File: config.mk
export PLATFORM = sky130hd
export DESIGN_NAME = clk_div_1s
export DESIGN_NICKNAME = d
export VERILOG_FILES = /design/src/rtl/clk_div_1s.sv
export SDC_FILE = /design/constraint.sdc
export NUM_CORES = 1
export LEC_CHECK = 0
export CAP_MARGIN = 20
export CELL_PAD_IN_SITES_DETAIL_PLACEMENT = 0
export CELL_PAD_IN_SITES_GLOBAL_PLACEMENT = 2
export CORE_MARGIN = 3
export CORE_UTILIZATION = 35
export CTS_CLUSTER_SIZE = 24
export DETAILED_ROUTE_END_ITERATION = 10
export PLACE_DENSITY_LB_ADDON = 0.25
export SKIP_CTS_REPAIR_TIMING = 1
export SLEW_MARGIN = 10
export SYNTH_ARGS = -nofsm -noshare
export SYNTH_HDL_FRONTEND = slang
export SYNTH_SLANG_ARGS = --single-unit
File: constraint.sdc
create_clock -name clk_100M -period 3.1 [get_ports clk_100M]
set_input_delay 0.465 -clock clk_100M [delete_from_list [all_inputs] [get_ports clk_100M]]
set_output_delay 0.465 -clock clk_100M [all_outputs]
set_load 0.01 [all_outputs]
File: src/rtl/clk_div_1s.sv
// clk_div_1s: divides clk_100M down to a 50 % duty square wave clk_1s.
// HALF input cycles per output half-period; downstream samples clk_1s in
// the clk_100M domain.
// Optional feature macro: CLK_DIV_TICK_EN adds tick_1s, a one-cycle pulse
// asserted for the cycle after each clk_1s rising edge.
`timescale 1ns/1ps
module clk_div_1s #(
  parameter int unsigned CLK_FREQ_HZ = 100_000_000,
  parameter int unsigned OUT_FREQ_HZ = 1
) (
  input  logic clk_100M,
  input  logic rst,
`ifdef CLK_DIV_TICK_EN
  output logic tick_1s,
`endif
  output logic clk_1s
);

  localparam int unsigned HALF_RAW = CLK_FREQ_HZ / (2 * OUT_FREQ_HZ);
  localparam int unsigned HALF     = (HALF_RAW < 1) ? 1 : HALF_RAW;
  localparam int unsigned HALF_LOG = $clog2(HALF);
  localparam int unsigned CW       = (HALF_LOG < 1) ? 1 : HALF_LOG;
  localparam logic [CW-1:0] CNT_LAST = CW'(HALF - 1);

  // Register initialisers give defined power-up values before any reset edge.
  logic [CW-1:0] cnt_q = '0;
  logic [CW-1:0] cnt_d;
  logic          clk_1s_q = 1'b0;
  logic          clk_1s_d;

  // Next-state: wrap only through the compare, never through overflow.
  always_comb begin
    cnt_d    = cnt_q;
    clk_1s_d = clk_1s_q;
    if (rst) begin
      cnt_d    = '0;
      clk_1s_d = 1'b0;
    end else if (cnt_q == CNT_LAST) begin
      cnt_d    = '0;
      clk_1s_d = ~clk_1s_q;
    end else begin
      cnt_d = cnt_q + CW'(1);
    end
  end

  // State registers; reset is folded into the next-state logic.
  always_ff @(posedge clk_100M) begin
    cnt_q    <= cnt_d;
    clk_1s_q <= clk_1s_d;
  end

  assign clk_1s = clk_1s_q;

`ifdef CLK_DIV_TICK_EN
  logic tick_q = 1'b0;
  logic tick_d;

  // Pulse on the same edge that drives clk_1s from 0 to 1.
  always_comb begin
    tick_d = 1'b0;
    if (!rst && (cnt_q == CNT_LAST) && !clk_1s_q) begin
      tick_d = 1'b1;
    end
  end

  // Tick register.
  always_ff @(posedge clk_100M) begin
    tick_q <= tick_d;
  end

  assign tick_1s = tick_q;
`endif

endmodule

# Yosys cells after proc, flatten, opt, wreduce, memory -nomap -nowiden
# Cells that the tools add are included.
totals:
  reg_bits: 27
  inputBits: 2
  output_inout_bits: 1
  ramBits: 0
  memories: 0
  mem_bits_ro: 0
  latchBits: 0
classes:
  mul: 0
  magnitude_cmp: 0
  n_reduce_logical: 1
  muxes: 0
  shifts: 0
  bitwise: 1
  eq_ne: 1
  add_sub_neg: 1
  n_div: 0
ops:
  columns: ["operator", "n"]
  rows:
  - ["$add A26 B1 Y26 const B", 1]
  - ["$eq A26 B26 Y1 const B", 1]
  - ["$reduce_or A2 Y1", 1]
  - ["$not A1 Y1", 1]

# Depth between registers and ports, before layout
# Gate-level depths: netlist of run 1.
depth:
  ltp_word: 2
  ltp_mapped: 6

# Worst setup path after synthesis of run 1
# No wires, ideal clock.
synth_timing:
  path_kind: "reg2reg"
  from: "register cnt_q[11]"
  to: "register cnt_q[19]"
  slack_ps: 1163
  setup_time_ps: 125
  t_arrival_ps: 1812
  path_stages_with_launch: 6
  t_required_ps: 2975
  synth_period_minus_slack_ps: 1937
  cell_sequence: "dfxtp_1 or4_1 or4_4 o21bai_2 buf_4 a21oi_1"
synth_between:
  elab_chain_cells: 2
synth_rtl:
  columns: ["item", "line", "rtl"]
  rows:
  - ["start, declared", "26", "logic [CW-1:0] cnt_q = '0;"]
  - ["start signal, assigned", "48", "cnt_q <= cnt_d;"]
  - ["branches (longest 2 deep; another with $add A26 B1 Y26)", null, null]
# Several ways; the timed one is not identified.
# A chain may end at the register's enable or synchronous reset.

# Worst setup path after layout of run 1
layout_timing:
  from: "register cnt_q[11]"
  to: "register cnt_q[15]"
# Same word-level chain as after synthesis.

==> out/metrics.yaml, run 1 <==
outcome:
  outcome: "complete, no violations"
floorplan:
  ios: 3
  dieArea_um2: 4350
  fp.dieW_um: 66.0
  die_h_um: 66.0
  core-area_um2: 3390
  std_cell_rows: 21
  initial_utilization_pct: 37.1
pwr:
  p_per_area_nw_per_um2: 402
  p_leak_nw: 0.401
  ir_worst_vdd_mv: 0.137
sta:
  min_period_over_period_pct: 75.5
  rsz0062_at_grt: "no"
  slew_viol_final: 0
  fin_tns_setup_ns: 0
  hold_viol: 0
  finClkSkew_ns: 0.00709
  setup_viol: 0
  fin_crit_ns: 2.34
  tightest_slew_ns: 0.490
  max_slew_margin_pct: 67.2
  fmax_mhz: 427
global_route:
  grt_max_degree: 17
  grtUsageMet2_pct: 20.8
  top_usage_layer: "met2"
  use_met3_pct: 2.38
  grt_overflow: 0
  grtUsageTotal_pct: 13.2
  grt_pass1_wl_um: 4510
  met1_usage_pct: 17.7
  antenna_found_initial: 0
  first_global_vias: 974
layout:
  synthToLayoutAreaGrowth_pct: 6.56
  fillCellCount: 362
  multiInputGateArea_um2: 678
  register_area_um2: 541
  layout_common_cells: "dfxtp_1 (27), nor2_1 (16), nand3_1 (10), a21oi_1 (10)"
  diodes: 0
  layout_commonest_cell: "dfxtp_1"
  fin_nets: 150
  drive_gt1_share_pct: 5.48
  stdcell_count: 192
routing:
  ant_nets: 0
  drt-total-wl_um: 2600
  drc: 0
  vias: 1047
  viasPerCell: 5.45
  dr.pass1.iters: 4
  wl_per_cell_um: 13.6
  drt_iter0_drc: 42
synthesis:
  ys_warn_count: 0
  synth_seq_cells: 27
  syn_nets: 148
  synth_edf_count: 0
  syn_area_um2: 1260
  ys.flop_type: "dfxtp_1"
  syn_area_per_cell_um2: 8.68
  ys_types: 30
  syn-instance-count: 145
  synthArstFlopShare_pct: 0
  seq_area_frac_synth_pct: 42.9
hold_path:
  min_path_type: "flip-flop to flip-flop"
worst_setup_path:
  start_kind: "flip-flop"
  arrival_ns: 2.58
  cp_slowest_cell: "or4_4"
  critPathMaxStageDelay_ns: 0.55
  cp_max_fo: 15
  cp_cell_sequence: "or4_1 > or4_4 > o21bai_2 > buf_4 > a21oi_1"
  criticalPathCategory: "flip-flop to flip-flop"
  critPathCaptureType: "flip-flop"
  required_ns: 3.34
clocking:
  cts_inserted_buffers: 3
  worstSkewPairLatency_ns: 0.34
  cts_buffer_depth: 2
  cts_tree: "done"
  cts_max_level: 1
  cts_root_buffer: "clkbuf_4"
  clock_sinks: 27
  clk_pin_slew_ns: 0.16
place:
  place_congestion: 0.706
  dp_hpwl_um: 1800
  dp.cells: 188
  portBuffers: 2
job:
  cap_violations: 0
-- per-layer routing --
| metal | wire, µm | up-vias |
|---|---|---|
| li1 | - | 532 |
| met3 | 70 | 5 |
| met1 | 1350 | 498 |
| met4 | 38 | 0 |
| met5 | 0 | - |
| met2 | 1150 | 12 |
-- final timing paths --
| check | from | endpoint | slack (ns) | depth (start not counted) |
|---|---|---|---|---|
| setup reg to reg | cnt_q[11] | cnt_q[15] | 0.76 | 5 |
| setup / recovery | cnt_q[11] | cnt_q[15] | 0.76 | 5 |
| hold / removal | cnt_q[25] | cnt_q[25] | 0.48 | 2 |
| hold reg to reg | cnt_q[25] | cnt_q[25] | 0.48 | 2 |
-- logic make-up (layout without fill, tap and decap cells) --
kind of cell             Yosys count  count (layout)  share of synthesized area (%)
flip-flops                        27              27                           42.9
XOR/XNOR                          14              14                           9.74
AND/OR/NAND/NOR                   72              72                           31.5
adder cells (fa/ha/maj)            1               1                          0.994
buffers and inverters              8               9                           3.18
AO/OA/AOI/OAI                     23              23                           11.6
-- sequential cells by signal (all words and copies together), names as in the netlist --
name / flops
cnt_q: 26
clk_1s: 1
-- synthesized netlist by cell type, drive strengths merged (3+ instances only) --
master | count | area share, %
dfxtp | 27 | 43
nor2 | 16 | 4.8
a21oi | 10 | 4.0
nand3 | 10 | 4.0
or4 | 10 | 6.3
nand2 | 9 | 2.7
nand4 | 9 | 4.5
xor2 | 8 | 5.6
o31ai | 7 | 4.2
xnor2 | 6 | 4.2
buf | 4 | 2.0
and2 | 3 | 1.5
and3 | 3 | 1.5
nor4 | 3 | 1.5
o21ai | 3 | 1.2
or3 | 3 | 1.5
-- report_power, final --
group | internal [mW] | switching, mW
Combinational | 0.00623 | 0.0106
Sequential | 0.351 | 0.00306
Clock | 0.0495 | 0.119
-- layout make-up --
class                      instances  area share, %
clock buffer                       3           1.68
clock inverter                     1          0.560
inverter                           2          0.560
multi-input combinational        110           50.6
sequential                        27           40.3
tap                               46           4.29
timing repair buffer               3           2.05
-- through the flow --
stage	hold slack, ns	util [%]	power, mW	instance area (µm²)	setup WS [ns]
CTS	0.484	39.6	0.540	1340	0.739
finish	0.481	39.6	0.539	1340	0.759
detailed placement	0.451	38.7	0.378	1310	0.768
global placement	0.438	38.7	0.378	1310	0.810
floorplan	0.425	-	0.373	1260	1.16
global route	0.520	39.6	0.554	1340	0.632
-- worst max-delay path: cells and delay by family, from the launching register on --
kind / cells / cell delay (ns)
AND/OR/NAND/NOR: 2 / 1.07
AO/OA/AOI/OAI: 2 / 0.48
flip-flops: 1 / 0.38
buffers and inverters: 1 / 0.30
Note: power is estimated with default switching activity, not from simulation.
==> inputs of run 2 (changes only) <==
Settings changed: CORE_UTILIZATION 35 to 33.
Clock period 3.1 ns to 2.1 ns, I/O delays scaled along.
==> out/metrics.yaml, run 2 (synthesized netlist as in run 1, its figures left out) <==
floorplan:
  std_cell_rows: 21
  core-area_um2: 3490
  ios: 3
  dieArea_um2: 4590
  fp.dieW_um: 67.8
  initial_utilization_pct: 36.0
  die_h_um: 67.8
clocking:
  cts_max_level: 1
  cts_inserted_buffers: 3
  cts_buffer_depth: 2
  cts_root_buffer: "clkbuf_8"
  cts_tree: "done"
  clock_sinks: 27
  clk_pin_slew_ns: 0.09
  worstSkewPairLatency_ns: 0.27
pwr:
  power_mw: 0.848
  p_leak_nw: 0.458
  ir_worst_vdd_mv: 0.368
  p_per_area_nw_per_um2: 595
routing:
  wl_per_cell_um: 13.6
  drc: 0
  vias: 1064
  viasPerCell: 5.29
  drt-total-wl_um: 2740
  ant_nets: 0
  dr.pass1.iters: 4
  drt_iter0_drc: 47
layout:
  layout_commonest_cell: "dfxtp_1"
  largest_reg_flops: 26
  synthToLayoutAreaGrowth_pct: 13.2
  register_area_um2: 541
  drive_gt1_share_pct: 11.0
  stdcell_count: 201
  multiInputGateArea_um2: 678
  layout_common_cells: "dfxtp_1 (27), nor2_1 (16), nand3_1 (10), a21oi_1 (10), buf_4 (10)"
  regMostFlops: "cnt_q"
  fillCellCount: 369
  diodes: 0
  fin_nets: 159
global_route:
  antenna_found_initial: 0
  grt_pass1_wl_um: 4770
  grt_overflow: 0
  grt_max_degree: 16
  first_global_vias: 1026
  grtUsageTotal_pct: 13.8
worst_setup_path:
  start_kind: "flip-flop"
  rrSetupSlack_ns: 0.08
  timing.rr.end: "cnt_q[9]"
  critPathMaxStageDelay_ns: 0.56
  criticalPathCategory: "flip-flop to flip-flop"
  required_ns: 2.27
  worstRegToRegCells: 5
  critPathBufInv: 1
  crit_cells: 5
  cp_max_fo: 15
  critPathCaptureType: "flip-flop"
  crit-reg2reg-launch: "cnt_q[11]"
  cp_cell_sequence: "or4_1 > or4_4 > o21bai_2 > buf_4 > nor2_1"
  crit_family: "simple AND/OR/NAND/NOR gates"
  arrival_ns: 2.19
  cp_slowest_cell: "or4_4"
sta:
  fin_tns_setup_ns: 0
  finClkSkew_ns: 0.00458
  tightest_slew_ns: 0.461
  rsz0062_at_grt: "no"
  hold_viol: 0
  max_slew_margin_pct: 69.2
  fmax_mhz: 495
  fin_crit_ns: 2.02
  slew_viol_final: 0
  min_period_over_period_pct: 96.3
  setup_viol: 0
hold_path:
  hold_path_end: "cnt_q[0]"
  whs_path_depth: 1
  worstHoldStart: "cnt_q[0]"
  min_path_type: "flip-flop to flip-flop"
place:
  place_congestion: 0.746
  portBuffers: 2
  dp.cells: 197
  dp_hpwl_um: 2030
outcome:
  outcome: "complete, no violations"
job:
  cap_violations: 0
run 2: layer usage:
metal / vias up / share of wire, % / global-route usage, %
li1: 550 / - / -
met1: 497 / 51 / 17.3
met2: 13 / 45 / 22.7
met3: 4 / 3.3 / 3.99
met4: 0 / 1.2 / 3.80
met5: - / 0 / 0
run 2: power by group:
| part | switching, mW | total (mW) | internal, mW | leakage [nW] |
|---|---|---|---|---|
| Clock | 0.166 | 0.299 | 0.133 | 0.0255 |
| Sequential | 0.00459 | 0.521 | 0.516 | 0.218 |
| Combinational | 0.0166 | 0.0277 | 0.0112 | 0.215 |
| Total | 0.187 | 0.848 | 0.661 | 0.458 |
run 2: worst max-delay path by stage:
stage | start | to | slack (ns)
3_3_place_gp | cnt_q[11] | cnt_q[15] | 0.11
5_1_grt | cnt_q[11] | cnt_q[9] | 0.005
3_5_place_dp | cnt_q[11] | cnt_q[8] | 0.09
2_1_floorplan | cnt_q[11] | cnt_q[19] | 0.16
4_1_cts | cnt_q[11] | cnt_q[5] | 0.07
6_report | cnt_q[11] | cnt_q[9] | 0.08
run 2: stage by stage:
stage          cell area (µm²)  worst slack, ns  hold WS [ns]  util [%]
2_1_floorplan             1260            0.163         0.384         -
3_3_place_gp              1380            0.114         0.439      39.5
3_5_place_dp              1380           0.0930         0.450      39.5
4_1_cts                   1430           0.0664         0.472      40.8
5_1_grt                   1430          0.00530         0.516      40.8
6_report                  1430           0.0782         0.474      40.8
run 2: area by class of cell:
class | count | area share [%]
timing repair buffer | 12 | 6.67
multi-input combinational | 110 | 47.6
clock buffer | 3 | 2.90
clock inverter | 1 | 0.351
sequential | 27 | 37.9
inverter | 2 | 0.527
tap | 46 | 4.04
==> inputs of run 3 (changes only) <==
Settings changed: REMOVE_ABC_BUFFERS set to 1.
==> out/metrics.yaml, run 3 (synthesized netlist as in run 1, its figures left out) <==
global_route:
  grt_pass1_wl_um: 4750
  antenna_found_initial: 0
  grtUsageTotal_pct: 13.5
  first_global_vias: 1033
  grt_max_degree: 19
  grt_overflow: 0
floorplan:
  fp.dieW_um: 67.8
  die_h_um: 67.8
  std_cell_rows: 21
  core-area_um2: 3490
  ios: 3
  initial_utilization_pct: 36.0
  dieArea_um2: 4590
place:
  dp_hpwl_um: 1950
  portBuffers: 2
  dp_slack_ns: 0.0993
  place_congestion: 0.748
  placed_area_um2: 1390
  dp.cells: 197
sta:
  finClkSkew_ns: 0.00602
  setup_viol: 0
  rsz0062_at_grt: "no"
  hold_viol: 0
  layout_setup_ws_ns: 0.0999
  slew_viol_final: 0
  min_period_over_period_pct: 95.2
  fmax_mhz: 500
  tightest_slew_ns: 0.437
  fin_crit_ns: 2.00
  max_slew_margin_pct: 70.8
layout:
  largest_reg_flops: 26
  final_area_um2: 1440
  final_core_util_pct: 41.3
  fillCellCount: 353
  regMostFlops: "cnt_q"
  stdcell_count: 201
  register_area_um2: 541
  multiInputGateArea_um2: 686
  drive_gt1_share_pct: 10.3
  layout_commonest_cell: "dfxtp_1"
  fin_nets: 159
  layout_common_cells: "dfxtp_1 (27), nor2_1 (16), nand3_1 (10), a21oi_1 (10)"
  diodes: 0
  synthToLayoutAreaGrowth_pct: 14.7
clocking:
  cts_max_level: 1
  cts_root_buffer: "clkbuf_8"
  cts_inserted_buffers: 3
  worstSkewPairLatency_ns: 0.27
  cts_buffer_depth: 2
  clk_pin_slew_ns: 0.09
  clock_sinks: 27
  cts_tree: "done"
worst_setup_path:
  criticalPathCategory: "flip-flop to flip-flop"
  start_kind: "flip-flop"
  cp_max_fo: 4
  required_ns: 2.31
  critPathCaptureType: "flip-flop"
  arrival_ns: 2.21
routing:
  ant_nets: 0
  drt_iter0_drc: 32
  drt-total-wl_um: 2650
  wl_per_cell_um: 13.2
  viasPerCell: 5.35
  vias: 1076
  drc: 0
  dr.pass1.iters: 4
pwr:
  power_mw: 0.844
  ir_worst_vdd_mv: 0.410
  p_per_area_nw_per_um2: 584
  p_leak_nw: 0.461
job:
  cap_violations: 0
hold_path:
  min_path_type: "flip-flop to flip-flop"
outcome:
  outcome: "complete, no violations"
-- run 3: cell types whose count changed in the layout (fill, tap and decap cells not counted), sizes merged --
cell,previous run,this run
clkbuf,3,4
clkinv,1,0
-- run 3: final cells by class --
class | instances | share of cell area (%)
sequential | 27 | 37.4
inverter | 2 | 0.520
timing repair buffer | 12 | 7.45
tap | 46 | 3.99
clock buffer | 4 | 3.12
multi-input combinational | 110 | 47.5
-- run 3: final timing paths --
path         startpoint  endpoint  slack [ns]  depth (start not counted)
min            cnt_q[0]  cnt_q[0]        0.47                          1
min reg2reg    cnt_q[0]  cnt_q[0]        0.47                          1
max reg2reg   cnt_q[11]    clk_1s         0.1                          4
max           cnt_q[11]    clk_1s         0.1                          4
-- run 3: worst max-delay path: stages (launching register included) --
cell and delay, ns:
dfxtp_1 0.36, or4_1 0.52, or4_4 0.57, or3_1 0.36, a21oi_1 0.13
-- run 3: through the flow --
stage / setup TNS (ns) / hold slack, ns
after global routing: 0 / 0.509
after CTS: 0 / 0.476
after global placement: 0 / 0.441
after floorplan: -0.940 / 0.384
final: 0 / 0.468
after detailed placement: 0 / 0.455
-- run 3: report_power, final --
part | internal, mW | switching, mW | leakage (nW)
clock network | 0.136 | 0.154 | 0.0228
logic | 0.0156 | 0.0170 | 0.220
registers | 0.516 | 0.00471 | 0.218
-- run 3: routing by layer --
| layer | vias up | track usage, % | part of all wire, % |
|---|---|---|---|
| met4 | 0 | 2.28 | 0.34 |
| met2 | 12 | 22.0 | 48 |
| li1 | 555 | - | - |
| met1 | 507 | 17.9 | 49 |
| met5 | - | 0 | 0 |
| met3 | 2 | 3.49 | 3.1 |
